$ cat src/rtl/wasm_pkg.sv
// Shared types for the wasm boot path: boot FSM states and the
// host-visible boot status codes.
package wasm_pkg;

  typedef enum logic [2:0] {
    BS_NONE      = 3'd0,
    BS_OK        = 3'd1,
    BS_LOAD_ERR  = 3'd2,
    BS_TIMEOUT   = 3'd3,
    BS_NO_FUNC   = 3'd4,
    BS_BAD_START = 3'd5,
    BS_TRAP      = 3'd6,
    BS_ABORTED   = 3'd7
  } boot_status_t;

  typedef logic [3:0] boot_state_t;

  localparam boot_state_t S_IDLE      = 4'd0;
  localparam boot_state_t S_LDR_RESET = 4'd1;
  localparam boot_state_t S_LOAD_REQ  = 4'd2;
  localparam boot_state_t S_LOAD_WAIT = 4'd3;
  localparam boot_state_t S_RESOLVE   = 4'd4;
  localparam boot_state_t S_CPU_START = 4'd5;
  localparam boot_state_t S_RUN       = 4'd6;
  localparam boot_state_t S_HALTED    = 4'd7;
  localparam boot_state_t S_FAULT     = 4'd8;

  localparam logic [31:0] NO_START_IDX  = 32'hFFFF_FFFF;
  localparam logic [31:0] MIN_MOD_SIZE  = 32'd8;
  localparam logic [31:0] DONE_MASK_CYC = 32'd2;

endpackage

$ cat src/rtl/wasm_boot_ctrl.sv
// Boot sequencer: resets/starts the loader, validates its results,
// then launches and monitors the CPU, latching one status code.
module wasm_boot_ctrl
  import wasm_pkg::*;
#(
  parameter logic [31:0] LOAD_TIMEOUT   = 32'd1048576,
  parameter int          LDR_RST_CYCLES = 2
) (
  input  logic        clk,
  input  logic        rst_n,
  input  logic        host_boot,
  input  logic        host_abort,
  input  logic [31:0] host_module_size,
  output logic        ldr_rst_n,
  output logic        ldr_start,
  output logic [31:0] ldr_module_size,
  input  logic        ldr_done,
  input  logic        ldr_error,
  input  logic [15:0] ldr_num_functions,
  input  logic [31:0] ldr_start_func_idx,
  output logic        cpu_rst_n,
  output logic        cpu_run,
  output logic [15:0] cpu_entry_idx,
  input  logic        cpu_halted,
  input  logic        cpu_trap,
  input  logic [7:0]  cpu_trap_code,
  output logic        boot_busy,
  output logic [2:0]  boot_status,
  output logic [7:0]  trap_code,
  output logic [31:0] run_cycles
);

  localparam logic [31:0] RST_LAST = 32'(LDR_RST_CYCLES - 1);

  boot_state_t  state_q, state_d;
  boot_status_t status_q, status_d;
  logic [31:0]  cnt_q, cnt_d;
  logic [31:0]  size_q, size_d;
  logic [31:0]  run_q, run_d;
  logic [15:0]  entry_q, entry_d;
  logic [7:0]   trap_q, trap_d;
  logic         ldr_rst_n_q, ldr_rst_n_d;
  logic         ldr_start_q, ldr_start_d;
  logic         cpu_rst_n_q, cpu_rst_n_d;
  logic         cpu_run_q, cpu_run_d;
  logic         busy_q, busy_d;

  always_comb begin
    state_d  = state_q;
    status_d = status_q;
    size_d   = size_q;
    run_d    = run_q;
    entry_d  = entry_q;
    trap_d   = trap_q;
    if (host_abort && state_q != S_IDLE) begin
      state_d  = S_IDLE;
      status_d = BS_ABORTED;
    end else begin
      case (state_q)
        S_IDLE, S_HALTED, S_FAULT: begin
          if (host_boot) begin
            size_d   = host_module_size;
            run_d    = '0;
            trap_d   = '0;
            status_d = BS_NONE;
            if (host_module_size < MIN_MOD_SIZE) begin
              state_d  = S_FAULT;
              status_d = BS_LOAD_ERR;
            end else begin
              state_d = S_LDR_RESET;
            end
          end
        end
        S_LDR_RESET: begin
          if (cnt_q >= RST_LAST) state_d = S_LOAD_REQ;
        end
        S_LOAD_REQ: state_d = S_LOAD_WAIT;
        S_LOAD_WAIT: begin
          // done is stale until the loader clears it after start
          if (ldr_done && cnt_q >= DONE_MASK_CYC) begin
            if (ldr_error) begin
              state_d  = S_FAULT;
              status_d = BS_LOAD_ERR;
            end else begin
              state_d = S_RESOLVE;
            end
          end else if (cnt_q + 32'd1 >= LOAD_TIMEOUT) begin
            state_d  = S_FAULT;
            status_d = BS_TIMEOUT;
          end
        end
        S_RESOLVE: begin
          if (ldr_num_functions == 16'd0) begin
            state_d  = S_FAULT;
            status_d = BS_NO_FUNC;
          end else if (ldr_start_func_idx == NO_START_IDX) begin
            entry_d = '0;
            state_d = S_CPU_START;
          end else if (ldr_start_func_idx >= {16'd0, ldr_num_functions}) begin
            state_d  = S_FAULT;
            status_d = BS_BAD_START;
          end else begin
            entry_d = ldr_start_func_idx[15:0];
            state_d = S_CPU_START;
          end
        end
        S_CPU_START: state_d = S_RUN;
        S_RUN: begin
          if (run_q != 32'hFFFF_FFFF) run_d = run_q + 32'd1;
          if (cpu_trap) begin
            state_d  = S_FAULT;
            status_d = BS_TRAP;
            trap_d   = cpu_trap_code;
          end else if (cpu_halted) begin
            state_d  = S_HALTED;
            status_d = BS_OK;
          end
        end
        default: state_d = S_IDLE;
      endcase
    end
  end

  always_comb begin
    cnt_d = '0;
    if (state_d == state_q &&
        (state_q == S_LDR_RESET || state_q == S_LOAD_WAIT))
      cnt_d = cnt_q + 32'd1;
    // loader reset is held released after a load so results stay readable
    ldr_rst_n_d = ldr_rst_n_q;
    if (state_d == S_LDR_RESET) ldr_rst_n_d = 1'b0;
    if (state_d == S_LOAD_REQ)  ldr_rst_n_d = 1'b1;
    ldr_start_d = (state_d == S_LOAD_REQ);
    cpu_run_d   = (state_d == S_CPU_START);
    cpu_rst_n_d = (state_d == S_CPU_START) ||
                  (state_d == S_RUN) ||
                  (state_d == S_HALTED);
    busy_d      = !((state_d == S_IDLE) ||
                    (state_d == S_HALTED) ||
                    (state_d == S_FAULT));
  end

  always_ff @(posedge clk or negedge rst_n) begin
    if (!rst_n) begin
      state_q     <= S_IDLE;
      status_q    <= BS_NONE;
      cnt_q       <= '0;
      size_q      <= '0;
      run_q       <= '0;
      entry_q     <= '0;
      trap_q      <= '0;
      ldr_rst_n_q <= 1'b0;
      ldr_start_q <= 1'b0;
      cpu_rst_n_q <= 1'b0;
      cpu_run_q   <= 1'b0;
      busy_q      <= 1'b0;
    end else begin
      state_q     <= state_d;
      status_q    <= status_d;
      cnt_q       <= cnt_d;
      size_q      <= size_d;
      run_q       <= run_d;
      entry_q     <= entry_d;
      trap_q      <= trap_d;
      ldr_rst_n_q <= ldr_rst_n_d;
      ldr_start_q <= ldr_start_d;
      cpu_rst_n_q <= cpu_rst_n_d;
      cpu_run_q   <= cpu_run_d;
      busy_q      <= busy_d;
    end
  end

  assign ldr_rst_n       = ldr_rst_n_q;
  assign ldr_start       = ldr_start_q;
  assign ldr_module_size = size_q;
  assign cpu_rst_n       = cpu_rst_n_q;
  assign cpu_run         = cpu_run_q;
  assign cpu_entry_idx   = entry_q;
  assign boot_busy       = busy_q;
  assign boot_status     = status_q;
  assign trap_code       = trap_q;
  assign run_cycles      = run_q;

endmodule

$ cat config.mk
export PLATFORM = sky130hd
export DESIGN_NAME = wasm_boot_ctrl
export DESIGN_NICKNAME = d
export VERILOG_FILES = /design/src/rtl/wasm_pkg.sv /design/src/rtl/wasm_boot_ctrl.sv
export SDC_FILE = /design/constraint.sdc
export NUM_CORES = 1
export LEC_CHECK = 0
export CAP_MARGIN = 25
export CORE_AREA = 2 2 170 172
export DETAILED_ROUTE_END_ITERATION = 8
export DIE_AREA = 0 0 172 174
export DONT_BUFFER_PORTS = 1
export HOLD_SLACK_MARGIN = 0.1
export SETUP_SLACK_MARGIN = 0.02
export SLEW_MARGIN = 20
export SYNTH_ARGS = -nofsm -noshare
export SYNTH_HDL_FRONTEND = slang
export SYNTH_SLANG_ARGS = --single-unit
$ cat constraint.sdc
create_clock -name clk -period 5.8 [get_ports clk]
set_input_delay 1.16 -clock clk [delete_from_list [all_inputs] [get_ports clk]]
set_output_delay 1.16 -clock clk [all_outputs]
set_load 0.01 [all_outputs]
==> reports/qor.log <==
[timing] slew margin rel. 36.5%
[die] horizontal die dimension 172 um
[clocking] # resized after CTS 0
[detailed_routing] vias per cell 4.77
[synthesis] cell area after synthesis 6920 um2
[worst_setup_path] logic depth of the worst register-to-register path 9
[pwr] total power per unit cell area 384 nW/um2
[layout] area of the multi-input gates 3410 um2
[synthesis] total of flip-flops plus latches after synthesis 132
[clocking] Sinks on Clock Net 132
[worst_setup_path] CP Data Required Time 6.14 ns
[die] full die area 29,900 um2
[clocking] Clock Tree Root sky130_fd_sc_hd__clkbuf_16
[grt] initial antenna violation count 0
[job] max capacitance violation total 0
[synthesis] cell count after synthesis 695
[clocking] CTS tree yes
[detailed_routing] Detailed Route Iter0 Violations 293
[timing] hold_ws 0.441 ns
[synthesis] post-synth top area share 47.7%
[synthesis] simple-gate share of the synthesized area 22.2%
[synthesis] share of the synthesized area in compound gates (AO/OA/AOI/OAI) 10.0%
[detailed_routing] total via count in the routed design 5,294
[die] row count 62
[grt] total routing resource utilization after global routing 12.6%
[layout] FF+latch area 3300 um2
[die] effective utilization at floorplan 24.5%
[hold_path] path class of the lowest-slack min-delay path primary input to async pin
[detailed_routing] Final ANT Viol Nets 0
[synthesis] Post-Syn Area per Cell 9.96 um2
[grt] wire length of the first global-routing pass 29,100 um
[detailed_routing] WL final 18,500 um
[grt] maximum number of pins on one net before global-route repair 133
[clocking] latest clock arrival within the worst-skew pair 0.42 ns
[synthesis] share of cell area taken by muxes after synthesis 7.85%
[worst_setup_path] r2r setup slk 2.07 ns
[pwr] peak ir drop on the vdd network 0.000164 V
[detailed_routing] final routed wire length divided by cell count 16.7 um
[worst_setup_path] RR Endpoint cnt_q[17]
[placed_design] routability congestion estimate 0.828
[status] outcome complete, no violations
[placed_design] final HPWL from detailed placement 13,700 um
[synthesis] cell with the most instances after synthesis sky130_fd_sc_hd__dfrtp_1
[layout] Antenna diodes 0
[die] Top-Level Pins 192
[clocking] maximum buffer depth of the clock tree 2
[timing] number of hold violations in the final report 0
[synthesis] number of synthesized flops with an enable pin 0
[clocking] clock buffer count from CTS 17
[detailed_routing] iteration count of the initial detailed-routing pass 4
[synthesis] Most used DFF post-synth sky130_fd_sc_hd__dfrtp_1
[worst_setup_path] Critical path origin ldr_start_func_idx[4]
[worst_setup_path] Worst Setup End Kind register
[placed_design] number of buffers inserted by port buffering 0
[pwr] leakage power summed over all cells 3.39 nW
[synthesis] sequential fraction of the synthesis area 47.7%
[clocking] Reg clk slew, reported paths 0.06 ns
[timing] unrepaired setup endpoints after global routing no
[timing] Final Critical Period 3.77 ns
[synthesis] Yosys cell types 66
[worst_setup_path] crit path launch type primary input
[synthesis] biggest area contributors in the synthesized netlist sky130_fd_sc_hd__dfrtp_1 (48%), sky130_fd_sc_hd__mux2_2 (5.4%), sky130_fd_sc_hd__nor2_1 (4.0%)
[worst_setup_path] CP endpoint cpu_entry_idx[13]
[layout] final-layout fill cell count 2,986
[layout] share of layout cells above drive strength 1 11.7%
[worst_setup_path] signal arrival time at the worst endpoint 4.11 ns
[clocking] number of levels the H-tree was split into 4
[synthesis] proportion of register bits with asynchronous set or reset after synthesis 100%
[synthesis] adder and majority gate portion of the synthesized area 3.80%
[timing] Post-Route Skew 0.0103 ns
[die] area of the core region 28,200 um2
[synthesis] parity-gate share of the synthesized area counting xor and xnor cells 4.56%
[worst_setup_path] Max FO, Critical Path 19
[timing] FMAX 0.265 GHz
[grt] via count of the first global-routing pass 5,311
[layout] synthesis-to-finish area growth 16.6%
[grt] GRT overflow 0
[synthesis] top cells by count, synth sky130_fd_sc_hd__dfrtp_1 (132), sky130_fd_sc_hd__nor2_1 (73), sky130_fd_sc_hd__nand2_1 (55)
[detailed_routing] DRC Markers 0
[die] Vert. Die Dim 174 um
[pwr] PnR Total Power 3.10 mW
[clocking] number of hold buffers added after CTS 0
[layout] nets 829
[timing] setup_tns 0 ns
[timing] final setup fails 0
[timing] pins over their slew limit 0
[synthesis] Synth Warn # 0
[clocking] post-CTS setup buffer count 0
[timing] post-route fraction of the period consumed by the critical path 65.0%
[timing] slew at the pin closest to its max-slew limit 0.940 ns
[worst_setup_path] Setup CP Type primary input to register
[synthesis] largest family of logic cells by synthesized area simple AND/OR/NAND/NOR gates
[worst_setup_path] Worst R2R Start cnt_q[0]
[synthesis] cell accounting for the most synthesized area sky130_fd_sc_hd__dfrtp_1
-- metrics by stage --
step / std cells / setup WS, ns / utilization (%) / instance area [um2]
after floorplan: 706 / 2.18 / - / 6960
after global placement: 1076 / 1.57 / 26.2 / 7410
after detailed placement: 1077 / 1.48 / 26.3 / 7440
after CTS: 1109 / 1.95 / 28.6 / 8070
after global routing: 1109 / 1.63 / 28.6 / 8070
final: 1109 / 2.03 / 28.6 / 8070
-- final cells by class --
class                      count  area share, %
tap                          384           5.95
clock buffer                  19           5.61
sequential                   132           40.9
multi-input combinational    507           42.3
inverter                      49           2.28
timing repair buffer           5          0.713
clock inverter                13           2.25
-- power by group --
part	leakage, nW	internal [mW]	switching, mW
sequential	1.66	1.11	0.255
combinational	1.42	0.279	0.307
clock	0.309	0.741	0.417
total	3.39	2.12	0.979
-- cells in the final DEF, fill, tap and decap left out, drive strengths merged, types with 8 or more instances in the layout --
master and count:
nor4 25, dfrtp 132, a21oi 25, o21ai 18
a22o 8, mux2i 16, or3 15, nand3 30
and4 11, inv 49, nor3 17, xnor2 14
nor2 73, conb 12, mux2 34, clkbuf 19
nand2 55, nand4 33, nor2b 8, ha 21
xor2 22
-- registers in the layout, summed over array words and instances (netlist names), 3 cells and up --
| signal | cells |
|---|---|
| trap_code | 8 |
| boot_status | 3 |
| run_cycles | 32 |
| ldr_module_size | 32 |
| cpu_entry_idx | 16 |
| state_q | 4 |
| cnt_q | 32 |
-- worst max-delay path, cell delays in order --
cell and delay [ns]:
sky130_fd_sc_hd__nand4_1 0.10, sky130_fd_sc_hd__nor4_1 0.35, sky130_fd_sc_hd__nand2_1 0.48, sky130_fd_sc_hd__o31a_1 0.28, sky130_fd_sc_hd__a311oi_1 0.49, sky130_fd_sc_hd__nor2_1 0.20, sky130_fd_sc_hd__a211oi_4 0.54, sky130_fd_sc_hd__buf_4 0.30
sky130_fd_sc_hd__mux2i_1 0.21
-- worst min path at each step --
stage / start / endpoint / slack [ns] / cells past startpoint
after global placement: cnt_q[17] / cnt_q[17] / 0.55 / 2
after floorplan: cnt_q[0] / cnt_q[0] / 0.51 / 1
final: rst_n / ldr_module_size[18] / 0.44 / 0
after global routing: rst_n / ldr_module_size[18] / 0.40 / 0
after CTS: rst_n / ldr_module_size[18] / 0.42 / 0
after detailed placement: cnt_q[17] / cnt_q[17] / 0.56 / 2
-- per-layer routing --
layer | global-route usage (%) | routed length [um] | vias to the layer above
met5 | 0 | 0 | -
met4 | 3.99 | 333 | 0
met3 | 5.56 | 1580 | 20
met2 | 20.2 | 9020 | 153
met1 | 15.0 | 7580 | 2592
li1 | - | - | 2529
-- logic make-up (layout without fill, tap and decap cells) --
family | count (synthesis) | in the layout
compound gates | 97 | 97
xor+xnor | 36 | 36
fa+ha+maj | 21 | 21
buf+inv | 67 | 86
flops | 132 | 132
mux | 50 | 50
other cells | 1 | 12
simple gates | 291 | 291
No activity file was read; power rests on OpenSTA's default activity.
